--- src/rtl/sap1_pkg.sv ---
// Shared SAP-1 definitions: executive state encodings, T-state geometry and HLT opcode.
package sap1_pkg;

  localparam int unsigned T_STATES   = 6;
  localparam int unsigned CNT_W      = 8;
  localparam int unsigned OPCODE_W   = 4;
  localparam int unsigned ADDR_W     = 4;
  localparam logic [OPCODE_W-1:0] HLT_OPCODE = 4'hF;

  localparam int unsigned T1_IDX = 0;
  localparam int unsigned T2_IDX = 1;
  localparam int unsigned T3_IDX = 2;
  localparam int unsigned T4_IDX = 3;
  localparam int unsigned T5_IDX = 4;
  localparam int unsigned T6_IDX = 5;

  typedef enum logic [1:0] {
    ST_IDLE = 2'b00,
    ST_RUN  = 2'b01,
    ST_STEP = 2'b10,
    ST_HALT = 2'b11
  } exec_state_e;

endpackage

--- src/rtl/ring_counter.sv ---
// One-hot rotator with enable; shared by the executive and the control unit.
module ring_counter #(
  parameter int unsigned WIDTH = 6
) (
  input  logic             clock,
  input  logic             reset,
  input  logic             en,
  output logic [WIDTH-1:0] ring
);

  always_ff @(posedge clock) begin
    if (!reset) begin
      ring <= WIDTH'(1);
    end else if (en) begin
      ring <= {ring[WIDTH-2:0], ring[WIDTH-1]};
    end
  end

endmodule

--- src/rtl/exec_controller.sv ---
// Run/halt/single-step scheduler: owns the T-state ring and the datapath clock enable.
module exec_controller
  import sap1_pkg::*;
#(
  parameter int unsigned         T_STATES   = sap1_pkg::T_STATES,
  parameter logic [OPCODE_W-1:0] HLT_OPCODE = sap1_pkg::HLT_OPCODE,
  parameter int unsigned         CNT_W      = sap1_pkg::CNT_W
) (
  input  logic                clock,
  input  logic                reset,
  input  logic                run_req,
  input  logic                stop_req,
  input  logic                step_req,
  output logic                step_ack,
  input  logic                bp_enable,
  input  logic [ADDR_W-1:0]   bp_addr,
  input  logic [ADDR_W-1:0]   pc,
  input  logic [OPCODE_W-1:0] opcode,
  output logic                cpu_en,
  output logic [T_STATES-1:0] t_state,
  output logic [1:0]          state,
  output logic                bp_hit,
  output logic [CNT_W-1:0]    cycle_count,
  output logic [CNT_W-1:0]    instr_count
);

  exec_state_e cur_state, nxt_state;
  logic        stop_pending, stop_pending_nxt;
  logic        bp_hit_nxt;
  logic        step_ack_nxt;
  logic        boundary;
  logic        hlt_det;
  logic        bp_match;

  assign cpu_en   = (cur_state == ST_RUN) || (cur_state == ST_STEP);
  assign state    = cur_state;
  assign boundary = cpu_en & t_state[T_STATES-1];
  assign hlt_det  = cpu_en & t_state[T4_IDX] & (opcode == HLT_OPCODE);
  assign bp_match = bp_enable & (pc == bp_addr);

  ring_counter #(
    .WIDTH (T_STATES)
  ) u_ring (
    .clock (clock),
    .reset (reset),
    .en    (cpu_en),
    .ring  (t_state)
  );

  // Next-state and sticky-flag logic; HLT at T4 outranks any boundary stop.
  always_comb begin
    nxt_state        = cur_state;
    stop_pending_nxt = stop_pending;
    bp_hit_nxt       = bp_hit;
    step_ack_nxt     = 1'b0;
    unique case (cur_state)
      ST_IDLE: begin
        if (run_req && !stop_req) begin
          nxt_state = ST_RUN;
        end else if (step_req && !run_req) begin
          nxt_state = ST_STEP;
        end
        if (nxt_state != ST_IDLE) begin
          bp_hit_nxt = 1'b0;
        end
      end
      ST_RUN: begin
        if (stop_req) begin
          stop_pending_nxt = 1'b1;
        end
        if (hlt_det) begin
          nxt_state = ST_HALT;
        end else if (boundary && (stop_pending || stop_req || bp_match)) begin
          nxt_state        = ST_IDLE;
          stop_pending_nxt = 1'b0;
          if (bp_match) begin
            bp_hit_nxt = 1'b1;
          end
        end
      end
      ST_STEP: begin
        if (hlt_det) begin
          nxt_state = ST_HALT;
        end else if (boundary) begin
          nxt_state    = ST_IDLE;
          step_ack_nxt = 1'b1;
        end
      end
      ST_HALT: begin
        nxt_state = ST_HALT;
      end
      default: begin
        nxt_state = ST_IDLE;
      end
    endcase
  end

  always_ff @(posedge clock) begin
    if (!reset) begin
      cur_state    <= ST_IDLE;
      stop_pending <= 1'b0;
      bp_hit       <= 1'b0;
      step_ack     <= 1'b0;
    end else begin
      cur_state    <= nxt_state;
      stop_pending <= stop_pending_nxt;
      bp_hit       <= bp_hit_nxt;
      step_ack     <= step_ack_nxt;
    end
  end

  // Cycle counter saturates so long runs stay meaningful; instruction counter wraps.
  always_ff @(posedge clock) begin
    if (!reset) begin
      cycle_count <= '0;
      instr_count <= '0;
    end else begin
      if (cpu_en && (cycle_count != {CNT_W{1'b1}})) begin
        cycle_count <= cycle_count + CNT_W'(1);
      end
      if (boundary) begin
        instr_count <= instr_count + CNT_W'(1);
      end
    end
  end

endmodule

--- config.mk ---
export PLATFORM = sky130hd
export DESIGN_NAME = exec_controller
export DESIGN_NICKNAME = d
export VERILOG_FILES = /design/src/rtl/sap1_pkg.sv /design/src/rtl/ring_counter.sv /design/src/rtl/exec_controller.sv
export SDC_FILE = /design/constraint.sdc
export NUM_CORES = 1
export LEC_CHECK = 0
export BUFFER_PORTS_ARGS = -buffer_cell sky130_fd_sc_hd__buf_2
export CORE_MARGIN = 5
export CORE_UTILIZATION = 48
export CTS_CLUSTER_DIAMETER = 30
export CTS_CLUSTER_SIZE = 24
export DETAILED_ROUTE_END_ITERATION = 10
export PLACE_DENSITY_LB_ADDON = 0.12
export SKIP_CTS_REPAIR_TIMING = 1
export SYNTH_ARGS = -nofsm -noshare
export SYNTH_HDL_FRONTEND = slang
export SYNTH_SLANG_ARGS = --single-unit
--- constraint.sdc ---
create_clock -name clock -period 2.1 [get_ports clock]
set_clock_uncertainty 0.2 [all_clocks]
set_input_delay 0.315 -clock clock [delete_from_list [all_inputs] [get_ports clock]]
set_output_delay 0.315 -clock clock [all_outputs]
set_load 0.02 [all_outputs]
==> results of run 1 <==
-- logic make-up after synthesis --
logic type,count (synthesis)
simple gates,63
flops,27
compound gates,23
xor+xnor,12
buf+inv,10
mux,7
fa+ha+maj,7
-- placed cells by master (no fill, tap or decap), types with 4 or more instances in the layout --
master	instances
nand3_1	6
nand4_1	6
nand2_1	10
ha_1	6
a21oi_1	9
buf_2	44
xor2_1	8
inv_1	5
dfxtp_1	25
xnor2_1	4
o21ai_0	5
nor2_1	20
mux2i_1	7
-- through the flow --
stage / total power [uW] / util, % / cell area (um2)
after floorplan: 972 / - / 1320
after global placement: 1100 / 58.8 / 1580
after detailed placement: 1120 / 58.8 / 1580
final: 1350 / 60.1 / 1610
after global routing: 1430 / 60.1 / 1610
after CTS: 1360 / 59.9 / 1610
-- worst max-delay path: stages (launching register included) --
cell and delay (ns):
dfxtp_2 0.36, inv_1 0.07, ha_2 0.32, buf_4 0.20, buf_2 0.20
-- routing by layer --
layer	up-vias	share of wire [%]	track usage (%)
met4	0	1.6	6.63
met1	583	41	15.6
met5	-	0	0
met3	5	5.7	3.06
li1	613	-	-
met2	32	52	29.8
-- sequential cells by signal, summed over array words and instances (netlist names) --
name	count
state	2
cycle_count	8
step_ack	1
stop_pending	1
instr_count	8
bp_hit	1
u_ring.ring	6
-- final cells by class --
type | instances | area, um2 | share of cell area, %
multi-input cells | 112 | 741 | 45.9
flip-flops and latches | 27 | 543 | 33.6
repair buffers | 47 | 243 | 15.0
well taps | 31 | 38.8 | 2.40
clock buffers | 3 | 22.5 | 1.40
inverters | 5 | 18.8 | 1.16
clock inverters | 1 | 7.51 | 0.465
-- power groups by stage --
stage	Sequential [uW]	Clock (uW)	Combinational (uW)
6_report	601	235	509
5_1_grt	611	262	560
4_1_cts	603	248	511
3_5_place_dp	613	0	510
3_3_place_gp	610	0	492
2_1_floorplan	677	0	295
-- worst max-delay path by stage --
stage | start | end | slack, ns | cells past startpoint
floorplan | state[1] | instr_count[7] | 0.02 | 7
global placement | state[1] | state[0] | 0.17 | 8
global route | state[1] | state[1] | 0.009 | 8
CTS | state[1] | bp_hit | 0.06 | 6
finish | state[0] | cpu_en | 0.10 | 4
detailed placement | state[1] | bp_hit | 0.1 | 6
==> impl_results.md, run 1 <==
* P_int at 857 uW
* Die Y at 62.4 um
* Syn Nets at 174
* Min Tclk post-route at 2.00 ns
* CTS max path bufs at 2
* DR WL/cell at 13.1 um
* Tot GR Track Use at 15.4%
* Seq pwr share at 44.7%
* #FFs+latches synth at 27
* Row cnt at 19
* Max VDD drop at 0.000598 V
* Mapped Area at 1320 um2
* RePlAce Congestion at 0.793
* Main flop type after synthesis: dfxtp_1
* Placed cells at 222
* Most frequent cell after synthesis: dfxtp_1
* Core area at 2690 um2
* Register-to-Register Setup Slack at 0.14 ns
* Fin crit share at 95.1%
* Nets@finish at 221
* Outcome: finished, final reports clean
* DIE WIDTH at 62.4 um
* Port Buf Inserts at 44
* Largest net degree at the start of global routing at 21
* Min-delay src: reset
* Asr flop ratio synth at 0%
* Critical Path RT at 1.58 ns
* Post-synthesis compound-gate area fraction at 10.8%
* Non-Filler Instances at 226
* Minimum hold slack at 0.0527 ns
* TritonCTS Buffers at 3
* Sw Ratio at 36.3%
* First-pass GRT wire length at 5.13 mm
* GRT overflow at 0
* Proportion of synthesized area in mux cells at 5.32%
* Worst slew margin at 59.3%
* Clock Latency Late Sink at 0.33 ns
* Initial core utilization at 49.0%
* Post-DP HPWL at 2.27 mm
* Peak Freq at 501 MHz
* Routed Antenna Nets at 0
* Lkg Pwr at 0.000752 uW
* CTS root buffer: clkbuf_4
* Number of flops mapped to enable cells by yosys at 0
* 1st-iter DRT viols at 59
* RSZ-0062 raised after global routing: false
* Reg-to-Reg End: state[1]
* Fillers at 252
* Simple-gate share of the synthesized area at 25.0%
* Syn Inst Count at 149
* P_sw at 489 uW
* Main area contributors after synthesis: dfxtp_1, ha_1, nor2_1
* TritonCTS clock tree: done
* Post-Route WL at 2.97 mm
* Share of cells above drive strength 1 at 30.3%
* RR Startpoint: state[0]
* FF-to-FF path depth at 8
* PwrDens at 834 nW/um2
* Sink Count at 27
* Cell taking the most area after synthesis: dfxtp_1
* Largest fanout on the critical path at 14
* Least-Margin Pin Slew at 0.609 ns
* Distinct cells, synth at 35
* Clock power share at 17.5%
* Residual DRC count at 0
* Final setup fails at 0
* Hold WC Path Type: in2reg
* Pre-antenna DRT Iters at 4
* WHS Path Cells at 2
* Comb power frac at 37.8%
* Via Count at 1,233
* Fin. max-slew vios at 0
* Mapped Avg Cell Area at 8.84 um2
* Main combinational cell family by area after synthesis: simple AND/OR/NAND/NOR gates
* Post-synth top cells: dfxtp_1, nor2_1, nand2_1
* Critical path arrival at 1.48 ns
* Vias in the first global route at 1,289
* IO Count at 45
* Fin. Hold Viols at 0
* Max Cap Viol at 0
* Place WS at 0.0970 ns
* Top cell type's share of synthesized area at 41.0%
* Full die area at 3890 um2
* Setup TNS Final at 0 ns
* Initial antenna violation count at 0
* Post-Synth XOR/XNOR Area at 7.98%
* Hold path endpoint: u_ring.ring[0]
* Vias per inst at 5.46
* Synthesized-area fraction occupied by adder cells at 6.65%
* Critical path class: reg2out
* Sequential share of the synthesized area at 41.0%
* Worst Setup End Kind: primary output
* # H-tree levels at 1
* Setup WS post-layout at 0.102 ns
* Worst-path clk slew at 0.15 ns
* Synthesis-to-layout area growth at 22.5%
* Synth warn at 0
* Type of origin of the critical path: flip-flop
* Diodes inserted at 0
No activity file was read; power rests on OpenSTA's default activity.
==> run 2, diff against run 1 <==
--- a/config.mk
+++ b/config.mk
@@ -11,6 +11,7 @@
 export CTS_CLUSTER_DIAMETER = 30
 export CTS_CLUSTER_SIZE = 24
 export DETAILED_ROUTE_END_ITERATION = 10
+export GPL_TIMING_DRIVEN = 0
 export PLACE_DENSITY_LB_ADDON = 0.12
 export SKIP_CTS_REPAIR_TIMING = 1
 export SYNTH_ARGS = -nofsm -noshare
==> impl_results.md, run 2 (synthesized netlist as in run 1, its figures left out) <==
* Outcome: finished, final reports clean
* Critical path class: reg2reg
* Vias per inst at 5.34 (-2.1%)
* Critical Path RT at 2.19 ns (+0.61 ns)
* Min-delay src: stop_req
* Pre-antenna DRT Iters at 4 (unchanged)
* Hold path endpoint: stop_pending
* FF-to-FF path depth at 7 (-1)
* Fillers at 255 (+1.2%)
* Clock Latency Late Sink at 0.33 ns (about the same)
* Most frequent cells in the layout: buf_2, dfxtp_1, nor2_1
* Post-Route WL at 2.92 mm (-1.4%)
* Seq pwr share at 45.6% (+0.9 points)
* 1st-iter DRT viols at 74 (+25%)
* Tot GR Track Use at 15.3% (-0.11 points)
* Min Tclk post-route at 2.00 ns (+0.0000410 ns)
* GRT overflow at 0 (unchanged)
* Layout Utilization at 60.6% (+0.51 points)
* TritonCTS Buffers at 3 (unchanged)
* Cells along the critical path: inv_1, ha_4, and2_1, buf_4, nand4_1, a221oi_2, o221a_2
* Residual DRC count at 0 (unchanged)
* Routed Antenna Nets at 0 (unchanged)
* RR Startpoint: state[1]
* Share of cells above drive strength 1 at 28.6% (-1.7 points)
* Top flop regs: cycle_count x8, instr_count x8, u_ring.ring x6
* Clock power share at 17.3% (-0.2 points)
* Fin. Hold Viols at 0 (unchanged)
* Type of origin of the critical path: flip-flop
* TritonCTS clock tree: done
* Dpl cell area at 1580 um2 (-0.24%)
* Register Area at 548 um2 (+0.92%)
* Worst slew margin at 67.5% (+8.2 points)
* Slowest cell on crit path: dfxtp_4
* Multi-input gate area at 753 um2 (+1.7%)
* PwrDens at 832 nW/um2 (-0.19%)
* Largest net degree at the start of global routing at 17 (-19%)
* Setup TNS Final at 0 ns (unchanged)
* Crit path max-delay family: compound AO/OA/AOI/OAI gates
* Hold WC Path Type: in2reg
* Row cnt at 19 (unchanged)
* CP max stage delay at 0.41 ns (+0.05 ns)
* Initial antenna violation count at 0 (unchanged)
* Reg-to-Reg End: bp_hit
* CTS max path bufs at 2 (unchanged)
* Sw Ratio at 36.1% (-0.25 points)
* CTS root buffer: clkbuf_4
* Peak Freq at 501 MHz (about the same)
* Lkg Pwr at 0.000749 uW (-0.31%)
* IO Count at 45 (unchanged)
* P_sw at 489 uW (about the same)
* Largest fanout on the critical path at 7 (-7)
* Die Y at 62.4 um (unchanged)
* Core area at 2690 um2 (unchanged)
* Sink Count at 27 (unchanged)
* Critical path arrival at 2.09 ns (+0.61 ns)
* Max Cap Viol at 0 (unchanged)
* Fin. max-slew vios at 0 (unchanged)
* Synthesis-to-layout area growth at 23.6%
* WHS Path Cells at 3 (+1)
* Register-to-Register Setup Slack at 0.10 ns (-0.04 ns)
* Max VDD drop at 0.000575 V (-3.9%)
* DR WL/cell at 12.9 um (-1.9%)
* Least-Margin Pin Slew at 0.483 ns (-0.127 ns)
* Via Count at 1,212 (-1.7%)
* First-pass GRT wire length at 5.06 mm (-1.5%)
* Worst Setup End Kind: flip-flop
* Worst path bufs/invs at 2 (-1)
* Diodes inserted at 0 (unchanged)
* Fin crit share at 95.1% (about the same)
* Initial core utilization at 49.0% (unchanged)
* Total power at 1350 uW (+0.66%)
* RSZ-0062 raised after global routing: false
* Design Area, Final at 1630 um2 (+0.85%)
* Final setup fails at 0 (unchanged)
* Vias in the first global route at 1,168 (-9.4%)
* P_int at 866 uW (+1.1%)
* Worst-path clk slew at 0.15 ns (about the same)
* Comb power frac at 37.1% (-0.7 points)
* Commonest non-fill, non-tap cell in the layout: buf_2
* Port Buf Inserts at 43 (-2.3%)
* Full die area at 3890 um2 (unchanged)
* # H-tree levels at 1 (unchanged)
* Nets@finish at 222 (+0.45%)
* DIE WIDTH at 62.4 um (unchanged)
* RePlAce Congestion at 0.833 (+5.1%)
* Post-DP HPWL at 2.22 mm (-2.1%)
==> run 2: cell types whose count changed in the layout (fill, tap and decap cells not counted) <==
cell / change
a221oi_1: -1
clkbuf_1: +3
and2_1: +1
buf_4: -2
nor2_1: +1
dfxtp_4: +2
nor2_2: -1
and2_2: -1
ha_2: -1
dfxtp_2: -2
a221oi_2: +1
ha_4: +1
==> run 2: how the worst max path moves through the flow <==
stage | endpoint | depth (start not counted) | slack, ns | start
after CTS | bp_hit | 7 | -0.02 | state[0]
final | bp_hit | 7 | 0.10 | state[1]
after detailed placement | bp_hit | 7 | 0.008 | state[0]
after global routing | bp_hit | 7 | 0.004 | state[0]
after floorplan | instr_count[7] | 7 | 0.02 | state[1]
after global placement | bp_hit | 7 | 0.05 | state[1]
==> run 2: power by group through the flow <==
stage	clock [uW]	sequential (uW)	combinational (uW)
floorplan	0	677	295
global placement	0	624	467
detailed placement	0	627	478
CTS	244	615	479
global route	272	630	557
finish	234	618	503
==> run 2: cell type report <==
| class | instances | share of cell area (%) |
|---|---|---|
| buffer | 5 | 1.46 |
| clock buffer | 3 | 1.38 |
| clock inverter | 1 | 0.461 |
| inverter | 5 | 1.15 |
| multi-input combinational | 112 | 46.3 |
| sequential | 27 | 33.7 |
| tap | 31 | 2.38 |
| timing repair buffer | 43 | 13.2 |
==> run 2: per-stage QoR <==
step / worst slack, ns / hold slack, ns / cells
2_1_floorplan: 0.0186 / 0.290 / 149
3_3_place_gp: 0.0494 / 0.268 / 223
3_5_place_dp: 0.00798 / 0.282 / 223
4_1_cts: -0.0247 / 0.117 / 227
5_1_grt: 0.00382 / 0.123 / 227
6_report: 0.102 / 0.119 / 227
==> run 2: metal layers <==
layer  track usage [%]  share of wire, %
met1              18.1                44
met2              26.6                49
met3              3.60               5.3
met4              5.57               1.6
met5                 0                 0
==> run 2: tightest hold or removal path, cell delays in order <==
cell and delay (ns):
buf_2 0.12, a21oi_1 0.14, a211oi_1 0.05
